### src/rtl/regfile_access_pkg.sv
// Shared types for the register-file access master: bus widths, request
// payload and sequencer states.
package regfile_access_pkg;

  localparam int unsigned ADDR_W = 5;
  localparam int unsigned DATA_W = 8;

  // One queued access: write flag plus both port addresses and write data.
  typedef struct packed {
    logic              wr;
    logic [ADDR_W-1:0] addr1;
    logic [ADDR_W-1:0] addr2;
    logic [DATA_W-1:0] wdata1;
    logic [DATA_W-1:0] wdata2;
  } req_t;

  localparam int unsigned REQ_W = $bits(req_t);

  // Access sequencer states.
  typedef enum logic [2:0] {
    IDLE   = 3'd0,
    SETUP  = 3'd1,
    WRITE  = 3'd2,
    SETTLE = 3'd3,
    RESP   = 3'd4
  } state_e;

endpackage

### src/rtl/regfile_access_master_req_fifo.sv
// Request queue for regfile_access_master: DEPTH-entry synchronous FIFO of
// request structs. The registered ready flag is the !full view used as the
// upstream req_ready; the head entry is presented combinationally.
module req_fifo
  import regfile_access_pkg::*;
#(
  parameter int unsigned DEPTH = 4
) (
  input  logic clk,
  input  logic rst_n,
  input  logic push,
  input  req_t push_data,
  input  logic pop,
  output req_t pop_data_c,
  output logic full_c,
  output logic empty_c,
  output logic ready
);

  localparam int unsigned PTR_W = (DEPTH > 1) ? $clog2(DEPTH) : 1;
  localparam int unsigned CNT_W = PTR_W + 1;

  req_t             mem [DEPTH];
  logic [PTR_W-1:0] wr_ptr;
  logic [PTR_W-1:0] rd_ptr;
  logic [CNT_W-1:0] count;
  logic [CNT_W-1:0] count_d;
  logic             do_push;
  logic             do_pop;

  assign full_c     = (count == CNT_W'(DEPTH));
  assign empty_c    = (count == '0);
  assign do_push    = push && !full_c;
  assign do_pop     = pop && !empty_c;
  assign pop_data_c = mem[rd_ptr];

  // Occupancy after this cycle's push/pop.
  always_comb begin
    count_d = count;
    unique case ({do_push, do_pop})
      2'b10:   count_d = count + CNT_W'(1);
      2'b01:   count_d = count - CNT_W'(1);
      default: count_d = count;
    endcase
  end

  // Pointers, occupancy and registered ready (low during reset and when full).
  always_ff @(posedge clk or negedge rst_n) begin
    if (!rst_n) begin
      wr_ptr <= '0;
      rd_ptr <= '0;
      count  <= '0;
      ready  <= 1'b0;
    end else begin
      if (do_push) wr_ptr <= wr_ptr + PTR_W'(1);
      if (do_pop)  rd_ptr <= rd_ptr + PTR_W'(1);
      count <= count_d;
      ready <= (count_d != CNT_W'(DEPTH));
    end
  end

  // Entry storage; contents are don't-care until written.
  always_ff @(posedge clk) begin
    if (do_push) mem[wr_ptr] <= push_data;
  end

endmodule

### src/rtl/regfile_access_master.sv
// Initiator for the dual-port register file: queues requests, sequences
// address setup, write-enable pulse and read settle, then returns both read
// ports (post-write readback for writes) on a valid/ready response channel.
// Optional feature macro: WR_COLLIDE_CHECK_EN rejects writes whose two port
// addresses match (no write pulse, readback still done, rsp_err=1).
module regfile_access_master
  import regfile_access_pkg::*;
#(
  parameter int unsigned FIFO_DEPTH = 4,
  parameter int unsigned WR_PULSE   = 1,
  parameter int unsigned RD_WAIT    = 1
) (
  input  logic              clk,
  input  logic              rst_n,
  input  logic              req_valid,
  output logic              req_ready,
  input  logic              req_wr,
  input  logic [ADDR_W-1:0] req_addr1,
  input  logic [ADDR_W-1:0] req_addr2,
  input  logic [DATA_W-1:0] req_wdata1,
  input  logic [DATA_W-1:0] req_wdata2,
  output logic              rsp_valid,
  input  logic              rsp_ready,
  output logic [DATA_W-1:0] rsp_rdata1,
  output logic [DATA_W-1:0] rsp_rdata2,
  output logic              rsp_err,
  output logic [ADDR_W-1:0] rf_addr1,
  output logic [ADDR_W-1:0] rf_addr2,
  output logic [DATA_W-1:0] rf_wdata1,
  output logic [DATA_W-1:0] rf_wdata2,
  output logic              rf_w_en,
  input  logic [DATA_W-1:0] rf_rdata1,
  input  logic [DATA_W-1:0] rf_rdata2
);

  localparam int unsigned CNT_MAX = (WR_PULSE > RD_WAIT) ? WR_PULSE : RD_WAIT;
  localparam int unsigned CNT_W   = $clog2(CNT_MAX) + 1;

  state_e            state_q;
  state_e            state_d;
  logic [CNT_W-1:0]  cnt_q;
  logic [CNT_W-1:0]  cnt_d;
  logic              wr_q;
  logic              wr_d;
  logic [ADDR_W-1:0] addr1_d;
  logic [ADDR_W-1:0] addr2_d;
  logic [DATA_W-1:0] wdata1_d;
  logic [DATA_W-1:0] wdata2_d;
  logic              w_en_d;
  logic              rsp_valid_d;
  logic [DATA_W-1:0] rdata1_d;
  logic [DATA_W-1:0] rdata2_d;
  logic              err_d;

  req_t              push_data;
  req_t              head_c;
  logic              fifo_push;
  logic              fifo_pop;
  logic              fifo_full_c;
  logic              fifo_empty_c;

  assign push_data = '{wr:     req_wr,
                       addr1:  req_addr1,
                       addr2:  req_addr2,
                       wdata1: req_wdata1,
                       wdata2: req_wdata2};
  assign fifo_push = req_valid && req_ready && !fifo_full_c;

  req_fifo #(
    .DEPTH (FIFO_DEPTH)
  ) u_req_fifo (
    .clk        (clk),
    .rst_n      (rst_n),
    .push       (fifo_push),
    .push_data  (push_data),
    .pop        (fifo_pop),
    .pop_data_c (head_c),
    .full_c     (fifo_full_c),
    .empty_c    (fifo_empty_c),
    .ready      (req_ready)
  );

  // Sequencer next state plus next values of every registered output.
  always_comb begin
    state_d     = state_q;
    cnt_d       = cnt_q;
    wr_d        = wr_q;
    addr1_d     = rf_addr1;
    addr2_d     = rf_addr2;
    wdata1_d    = rf_wdata1;
    wdata2_d    = rf_wdata2;
    w_en_d      = 1'b0;
    rsp_valid_d = rsp_valid;
    rdata1_d    = rsp_rdata1;
    rdata2_d    = rsp_rdata2;
    err_d       = rsp_err;
    fifo_pop    = 1'b0;

    unique case (state_q)
      IDLE: begin
        if (!fifo_empty_c) begin
          fifo_pop = 1'b1;
          wr_d     = head_c.wr;
          addr1_d  = head_c.addr1;
          addr2_d  = head_c.addr2;
          wdata1_d = head_c.wdata1;
          wdata2_d = head_c.wdata2;
          err_d    = 1'b0;
          state_d  = SETUP;
        end
      end

      SETUP: begin
        cnt_d = '0;
        if (wr_q) begin
`ifdef WR_COLLIDE_CHECK_EN
          if (rf_addr1 == rf_addr2) begin
            err_d   = 1'b1;
            state_d = SETTLE;
          end else begin
            w_en_d  = 1'b1;
            state_d = WRITE;
          end
`else
          w_en_d  = 1'b1;
          state_d = WRITE;
`endif
        end else begin
          state_d = SETTLE;
        end
      end

      WRITE: begin
        if (cnt_q == CNT_W'(WR_PULSE - 1)) begin
          cnt_d   = '0;
          state_d = SETTLE;
        end else begin
          cnt_d  = cnt_q + CNT_W'(1);
          w_en_d = 1'b1;
        end
      end

      SETTLE: begin
        if (cnt_q == CNT_W'(RD_WAIT - 1)) begin
          cnt_d       = '0;
          rdata1_d    = rf_rdata1;
          rdata2_d    = rf_rdata2;
          rsp_valid_d = 1'b1;
          state_d     = RESP;
        end else begin
          cnt_d = cnt_q + CNT_W'(1);
        end
      end

      RESP: begin
        if (rsp_ready) begin
          rsp_valid_d = 1'b0;
          state_d     = IDLE;
        end
      end

      default: begin
        rsp_valid_d = 1'b0;
        state_d     = IDLE;
      end
    endcase
  end

  // State and output registers; reset clears everything, dropping rf_w_en at once.
  always_ff @(posedge clk or negedge rst_n) begin
    if (!rst_n) begin
      state_q    <= IDLE;
      cnt_q      <= '0;
      wr_q       <= 1'b0;
      rf_addr1   <= '0;
      rf_addr2   <= '0;
      rf_wdata1  <= '0;
      rf_wdata2  <= '0;
      rf_w_en    <= 1'b0;
      rsp_valid  <= 1'b0;
      rsp_rdata1 <= '0;
      rsp_rdata2 <= '0;
      rsp_err    <= 1'b0;
    end else begin
      state_q    <= state_d;
      cnt_q      <= cnt_d;
      wr_q       <= wr_d;
      rf_addr1   <= addr1_d;
      rf_addr2   <= addr2_d;
      rf_wdata1  <= wdata1_d;
      rf_wdata2  <= wdata2_d;
      rf_w_en    <= w_en_d;
      rsp_valid  <= rsp_valid_d;
      rsp_rdata1 <= rdata1_d;
      rsp_rdata2 <= rdata2_d;
      rsp_err    <= err_d;
    end
  end

endmodule
### config.mk
export PLATFORM = sky130hd
export DESIGN_NAME = regfile_access_master
export DESIGN_NICKNAME = d
export VERILOG_FILES = /design/src/rtl/regfile_access_pkg.sv /design/src/rtl/regfile_access_master_req_fifo.sv /design/src/rtl/regfile_access_master.sv
export SDC_FILE = /design/constraint.sdc
export NUM_CORES = 1
export LEC_CHECK = 0
export CAP_MARGIN = 10
export CORE_ASPECT_RATIO = 0.7
export CORE_MARGIN = 5
export CORE_UTILIZATION = 54
export CTS_BUF_LIST = sky130_fd_sc_hd__clkbuf_4 sky130_fd_sc_hd__clkbuf_8 sky130_fd_sc_hd__clkbuf_16
export CTS_CLUSTER_DIAMETER = 40
export CTS_CLUSTER_SIZE = 30
export DETAILED_ROUTE_END_ITERATION = 12
export GPL_ROUTABILITY_DRIVEN = 0
export PLACE_DENSITY_LB_ADDON = 0.05
export SYNTH_ARGS = -nofsm -noshare
export SYNTH_HDL_FRONTEND = slang
export SYNTH_SLANG_ARGS = --single-unit
### constraint.sdc
create_clock -name clk -period 3.3 [get_ports clk]
set_input_delay 0.66 -clock clk [delete_from_list [all_inputs] [get_ports clk]]
set_output_delay 0.66 -clock clk [all_outputs]
set_load 0.02 [all_outputs]
==> out/results.txt, run 1 <==
The post-route worst setup slack came out at 0.898 ns. Once the clock tree was built, the resizer swapped 0 gates to a different size. Dividing the final minimum period by the clock period gives 72.8%.

In this run the count of I/O pins placed on the die edge is 93. The total negative setup slack came out at 0 ns. The violation count after the first detailed-route iteration was 124.

The number of clock buffers inserted by TritonCTS is 17. Cell taking the most area after synthesis: sky130_fd_sc_hd__edfxtp_1. Once detailed placement completed, the half-perimeter wirelength came to 6.84 mm.

The area of the die came out at 13800 µm². Counting flops with an async set or reset pin after synthesis yields a share of 34.1%. By area the synthesized netlist is led by sky130_fd_sc_hd__edfxtp_1 (52%), sky130_fd_sc_hd__dfrtp_1 (23%), sky130_fd_sc_hd__mux4_2 (7.3%). The clock network latency to the later pin of the worst-skew pair is 0.41 ns.

The multi-input combinational cells in the finished layout cover a total of 1440 µm². The tightest min-delay check is of the primary input to asynchronous set/reset pin type. The tools report the worst slack at placement as 0.518 ns. For the number of pins exceeding their max-slew limit in the final report, the log shows 0. The logs give 74.8% for the sequential area share after synthesis and 4650 µm² for the register cell area after layout. The post-synthesis sequential element count is 164, and the number of clock sinks is 164.

Dividing the detail-routed wire length by the instance count gives 18.8 µm. Together, buffers and inverters on the worst path number 2. Compared with the post-synthesis result, the final layout area differs by 26.8%. Setup violations remaining at the end of the flow were counted as 0. IR analysis of the VDD net gives a maximum drop of 0.631 mV. The time the worst path needs with I/O delays and setup is 2.40 ns.

Wires add up to 10.6 mm. TritonCTS built the clock tree. The synthesized netlist contains 32 unique library cells. The first global-routing pass estimated 17.1 mm of wire.

The run gives 0 as the warning count from the yosys run. The mean post-synth cell area works out to 21.0 µm². The cell that appears most often on the critical path is sky130_fd_sc_hd__inv_1. Synthesis produced 296 cells. The number of hold buffers added after CTS was 0. The number of filler cells placed in the layout is 748, and the total congestion overflow is 0.

Die width: 138 µm. Area of the core: 11100 µm². Number of enable flip-flop cells after synthesis: 108. During placement, the flow inserted port buffers numbering 91. The root buffer cell is sky130_fd_sc_hd__clkbuf_16. The H-tree was split into 4 levels.

The number of antenna violations at the first check in global routing is 0. For the pin with the worst max-slew slack, the measured transition is 0.841 ns. The run gives 0 as the hold violation count in the final report. The critical path is of the flop to flop type. In this run the cell area of the synthesized design comes to 6210 µm². The signal on the critical path passes through nor3_2 -> nand2b_2 -> inv_1 -> ha_1 -> inv_1 -> fa_1 -> xor2_1 -> or3_1 -> a211o_1. The logs give 29 for the largest net degree at the start of global routing and 2.69 ns for the arrival time of data at the critical path endpoint.

The run gives 16.4% as the total global routing track utilization. The clock arrives with 0.00701 ns of skew. After synthesis, the largest area contributor takes up 52.2% of total cell area. No sink is reached through more buffers than the 2 on the longest clock path. The pre-antenna-repair detailed-routing pass consisted of 4 iterations. The total chip power is 7.77 mW, and the upper clock frequency limit is 0.416 GHz. The kind of launch point of the worst setup path is a flop.

Along the worst path, the maximum fanout reaches 8. In this run the tightest slew margin relative to its limit is 43.8%. Primary flip-flop cell chosen by synthesis mapping: sky130_fd_sc_hd__edfxtp_1. For the post-CTS repair timing setup buffer count, the log shows 0. Using the TritonRoute via totals, the vias-per-cell ratio works out to 5.30.

Broken down by cell family, the worst path's largest delay share belongs to simple AND/OR/NAND/NOR gates. Of the cells placed in the final design, the portion with a size suffix greater than 1 is 24.3%. Setup repair after global routing left no endpoint under its margin.

The run finished with clean final reports. Row generation in the floorplan step produced 32 rows. The commonest cells after synthesis are sky130_fd_sc_hd__edfxtp_1 (108), sky130_fd_sc_hd__dfrtp_1 (56), sky130_fd_sc_hd__mux2_2 (34). The number of global-route vias before repair was 3178. The cell at the slowest stage of the critical path was sky130_fd_sc_hd__dfrtp_1. Yosys instantiated no cell more often than sky130_fd_sc_hd__edfxtp_1. The antenna diode instance count was 0. STA classifies the critical path endpoint as a flop. The floorplan step set the die height to 99.7 µm. The via count is 2992, and the largest stage delay on the critical path is 0.47 ns. The clock transition at the registers of the reported paths was 0.06 ns; the number of nets with antenna violations after detailed routing was 0.

The tools report the leakage component of the power as 2.90 nW. The power per cell area came out at 986 nW/µm². For this configuration, the core starts out at a cell density of 55.8%. STA puts the critical path data required time at 3.59 ns. Number of maximum-capacitance violations: 0. In the final design database the tool counted 452 nets. In the routed design, unresolved DRC markers number 0.

The number of nets handed over by synthesis was 349.
[power breakdown]
| group | total (mW) | leakage (nW) | switching [mW] | internal (mW) |
|---|---|---|---|---|
| logic | 2.58 | 0.944 | 1.20 | 1.38 |
| clock network | 1.97 | 0.315 | 0.744 | 1.23 |
| registers | 3.21 | 1.64 | 0.353 | 2.86 |
| total | 7.77 | 2.90 | 2.30 | 5.47 |
[cell type report]
cell class | instances | share of cell area [%]
clock buffers | 27 | 7.48
clock inverters | 5 | 0.381
inverters | 8 | 0.381
multi-input cells | 111 | 18.3
flip-flops and latches | 164 | 59.0
well taps | 153 | 2.43
repair buffers | 97 | 12.1
[flip-flops by register name (all words and copies together) (netlist names), 3 cells and up]
| register | cells |
|---|---|
| rsp_rdata1 | 8 |
| u_req_fifo.count | 3 |
| rf_addr2 | 5 |
| rf_wdata2 | 8 |
| rf_wdata1 | 8 |
| state_q | 3 |
| u_req_fifo.mem | 108 |
| rf_addr1 | 5 |
| rsp_rdata2 | 8 |
[through the flow]
step	instance area [µm²]	util [%]	hold slack, ns	instances
after floorplan	6210	-	0.364	296
after global placement	7260	65.2	0.473	533
after detailed placement	7260	65.2	0.482	533
after CTS	7880	70.8	0.166	565
after global routing	7880	70.8	0.183	565
final	7880	70.8	0.166	565
[cells in the final DEF (no fill, tap or decap), types with 2 or more instances in the layout]
master,synthesis,routed
sky130_fd_sc_hd__a21oi_1,2,2
sky130_fd_sc_hd__and2_2,0,4
sky130_fd_sc_hd__buf_4,2,6
sky130_fd_sc_hd__clkbuf_16,0,21
sky130_fd_sc_hd__clkbuf_4,0,3
sky130_fd_sc_hd__clkbuf_8,0,3
sky130_fd_sc_hd__clkdlybuf4s50_1,0,90
sky130_fd_sc_hd__clkinv_2,0,3
sky130_fd_sc_hd__dfrtp_1,56,55
sky130_fd_sc_hd__edfxtp_1,108,108
sky130_fd_sc_hd__ha_1,5,5
sky130_fd_sc_hd__inv_1,8,8
sky130_fd_sc_hd__mux2_1,10,10
sky130_fd_sc_hd__mux2_2,34,34
sky130_fd_sc_hd__mux4_1,7,7
sky130_fd_sc_hd__mux4_2,20,20
sky130_fd_sc_hd__nand2_1,5,5
sky130_fd_sc_hd__nor3_1,2,2
sky130_fd_sc_hd__o21ai_0,2,2
sky130_fd_sc_hd__or3_1,2,2
sky130_fd_sc_hd__xnor2_1,4,4
sky130_fd_sc_hd__xor2_1,2,2
[metal layers]
metal	wire (µm)	vias up	track usage (%)
met3	412	12	4.47
li1	-	1360	-
met1	4950	1544	21.9
met2	5160	76	26.9
met4	128	0	5.01
met5	0	-	0
[cells by family after synthesis]
| family | share of synthesized area (%) |
|---|---|
| AO/OA/AOI/OAI | 0.705 |
| XOR/XNOR | 0.846 |
| adder cells (fa/ha/maj) | 1.33 |
| flip-flops | 74.8 |
| multiplexers | 18.3 |
| AND/OR/NAND/NOR | 1.79 |
| buffers and inverters | 2.15 |
| other | 0.0604 |
[path summary, 6_finish.rpt]
| check | depth (start not counted) | to | from | slack, ns |
|---|---|---|---|---|
| max in group asynchronous | 2 | u_req_fifo.rd_ptr[0] | rst_n | 2.47 |
| min in group clk | 1 | rf_wdata1[6] | rf_wdata1[6] | 0.49 |
| min reg2reg | 1 | rf_wdata1[6] | rf_wdata1[6] | 0.49 |
| max | 9 | u_req_fifo.ready | state_q[1] | 0.90 |
| min | 1 | rsp_rdata2[0] | rst_n | 0.17 |
| max reg2reg | 9 | u_req_fifo.ready | state_q[1] | 0.90 |
[worst register-to-register path: stages (launching register included)]
cell and delay (ns):
sky130_fd_sc_hd__dfrtp_1 0.47, sky130_fd_sc_hd__nor3_2 0.27, sky130_fd_sc_hd__nand2b_2 0.08, sky130_fd_sc_hd__inv_1 0.07, sky130_fd_sc_hd__ha_1 0.18, sky130_fd_sc_hd__inv_1 0.06, sky130_fd_sc_hd__fa_1 0.37, sky130_fd_sc_hd__xor2_1 0.16
sky130_fd_sc_hd__or3_1 0.33, sky130_fd_sc_hd__a211o_1 0.30
Power figures use the tool's default switching activity.
==> inputs of run 2 (changes only) <==
- clock period: 3.3 -> 2.25 ns (I/O delays scaled with it)
==> out/results.txt, run 2 (same netlist as run 1, synthesis figures left out) <==
The clock network latency to the later pin of the worst-skew pair is 0.42 ns. The wire-length estimate of the detail-placed layout is 7.24 mm. After detailed routing, the average wire length per cell comes to 19.4 µm. In the routed design, unresolved DRC markers number 0. The tools report the area of the core as 11100 µm².

Dividing total power by cell area gives a power density of 1450 nW/µm². Critical register-to-register path startpoint: state_q[2]. Global routing used 17.9% of the available tracks across all layers. Measured against its own limit, the worst slew margin works out to 62.9%.

Following the worst setup path forward leads to its endpoint at u_req_fifo.ready. The detail-routed via count per cell is 5.30, and the layout overhead on the synthesized area is 29.9%. The clock passes through at most 2 buffers.

After routing, the total negative slack on setup checks comes to 0 ns. Kind of launch point of the worst setup path: a flop. CTS built an H-tree with a depth of 4. Number of rows created at floorplan: 32. In this run the worst setup path begins at state_q[2]. The die width works out to 138 µm. For flop-to-flop paths, the worst setup slack is 0.08 ns. The placed instances occupy a cell area of 7450 µm². The placed cell count was 548. The tools report the number of antenna violations at the first check in global routing as 0. Max-cap violations in this run came to 0.

The total of endpoints with negative setup slack in the final report is 0. The most common library cell in the layout ignoring fill and taps was sky130_fd_sc_hd__edfxtp_1. The final layout contains 468 nets. Kind of critical path: flop to flop. The area of the die is 13800 µm². For the finished layout, the period the worst path requires is 2.17 ns.

The upper clock frequency limit is 0.460 GHz, and the number of detailed-routing iterations run before antenna repair is 4. The via count is 3082. The worst min-delay path class is primary input to asynchronous set/reset pin.

The final design instance area without fill was 8070 µm². Fraction of final layout cells sized beyond drive strength 1: 27.8%. The top fanout value on the critical path was 2; the largest net degree at the start of global routing was 39. The total wire length after detailed routing is 11.3 mm, and the leakage component of the power is 2.98 nW. Fill cells in the final layout number 723. The repair_antennas step left the layout with diodes totalling 0. For this run, the share of the core covered by cells in the final layout is 72.5%. The logs give 3429 for the number of global-route vias before repair and 0 for the number of nets with antenna violations after detailed routing.

On the final layout, the worst hold slack is 0.0198 ns. In the layout the commonest cells are sky130_fd_sc_hd__edfxtp_1 (108), sky130_fd_sc_hd__clkdlybuf4s50_1 (90), sky130_fd_sc_hd__dfrtp_1 (55), sky130_fd_sc_hd__mux2_2 (34). TritonCTS built the clock tree. Clock tree synthesis found a total of 164 sinks. STA puts the critical path data arrival time at 2.48 ns. The slew at the pin closest to its max-slew limit is 0.557 ns, and the violation count after the first detailed-route iteration is 205. For this configuration, the core starts out at a cell density of 55.8%.

The cell sitting at the root of the clock tree is a sky130_fd_sc_hd__clkbuf_16. The count of cells in the finished layout, fillers not included, comes to 581. The worst reg2reg path depth was 9. Number of pins exceeding their max-slew limit in the final report: 0. u_req_fifo.mem holds more flip-flops than any other register. Endpoint type of the worst setup path: a flop. The share of the clock period used by the worst path works out to 96.6%.

The register with the most flip-flops in the layout has 108 of them. The largest voltage drop on the vdd net is 0.951 mV, and the worst endpoint required time is 2.56 ns. The total congestion overflow was 0. The run finished with clean final reports. The logs give 0 for the hold violation count in the final report and 17 for the number of clock buffers inserted by TritonCTS.

The die extent in y was 99.7 µm. The worst register-to-register path ends at u_req_fifo.ready. Maximum clock skew at final layout: 0.0126 ns. The first global-routing pass estimated 18.5 mm of wire. For the number of I/O pins, the log shows 93. After clock tree synthesis, the clock-pin slew on the worst setup and hold paths is 0.06 ns. During placement, the flow inserted port buffers numbering 91.
==> run 2: cell types whose count changed in the layout (fill, tap and decap cells not counted), sizes merged <==
| cell | before | now |
|---|---|---|
| bufinv | 0 | 1 |
| clkbuf | 27 | 20 |
| clkinv | 3 | 4 |
| clkinvlp | 0 | 1 |
| inv | 10 | 14 |
| buf | 7 | 23 |
==> run 2: repair_timing <==
| action | CTS | global route |
|---|---|---|
| endpoints found under the setup margin | 0 | 1 |
| gates resized for setup | 0 | 3 |
| buffers inserted | 0 | 1 |
| hold buffers | 0 | 0 |
==> run 2: critical path, stage by stage (launching register included) <==
cell and delay, ns:
sky130_fd_sc_hd__dfrtp_1 0.41, sky130_fd_sc_hd__nor3_4 0.22, sky130_fd_sc_hd__nand2b_2 0.09, sky130_fd_sc_hd__inv_2 0.07, sky130_fd_sc_hd__ha_4 0.13, sky130_fd_sc_hd__inv_2 0.04, sky130_fd_sc_hd__fa_2 0.35, sky130_fd_sc_hd__xor2_1 0.17
sky130_fd_sc_hd__or3_1 0.34, sky130_fd_sc_hd__a211o_1 0.26
==> run 2: metal layers <==
metal / track usage, % / vias to the layer above / part of all wire, %
met5: 0 / - / 0
met4: 5.47 / 0 / 0.75
met3: 6.39 / 9 / 5.7
met2: 28.7 / 79 / 50
met1: 23.2 / 1596 / 44
li1: - / 1398 / -
==> run 2: worst min path at each step <==
stage          cells after the start  slack, ns  start           end
6_report                           1       0.02  rst_n  rf_wdata1[4]
5_1_grt                            1       0.02  rst_n  rf_wdata1[4]
4_1_cts                            1      0.006  rst_n  rf_wdata1[4]
3_5_place_dp                       1       0.45  rst_n  rf_wdata1[4]
3_3_place_gp                       1       0.44  rst_n  rf_wdata1[4]
2_1_floorplan                      0       0.15  rst_n   rf_addr1[0]
==> run 2: cell type report <==
| class | instances | area [µm²] | share of cell area [%] |
|---|---|---|---|
| sequential | 164 | 4650 | 57.6 |
| multi-input combinational | 111 | 1460 | 18.1 |
| timing repair buffer | 113 | 1130 | 14.0 |
| clock buffer | 20 | 500 | 6.20 |
| tap | 153 | 191 | 2.37 |
| clock inverter | 12 | 110 | 1.36 |
| inverter | 8 | 30.0 | 0.372 |
==> run 2: through the flow <==
stage	total power, mW	setup slack [ns]
6_report	11.7	0.0767
2_1_floorplan	7.27	-0.0793
3_3_place_gp	8.76	-0.249
5_1_grt	12.4	-0.0169
3_5_place_dp	8.90	-0.264
4_1_cts	11.8	0.0157
==> run 2: power breakdown <==
part	leakage [nW]	switching (mW)	internal, mW
Combinational	1.04	2.02	2.25
Sequential	1.64	0.360	4.19
Clock	0.304	1.18	1.73
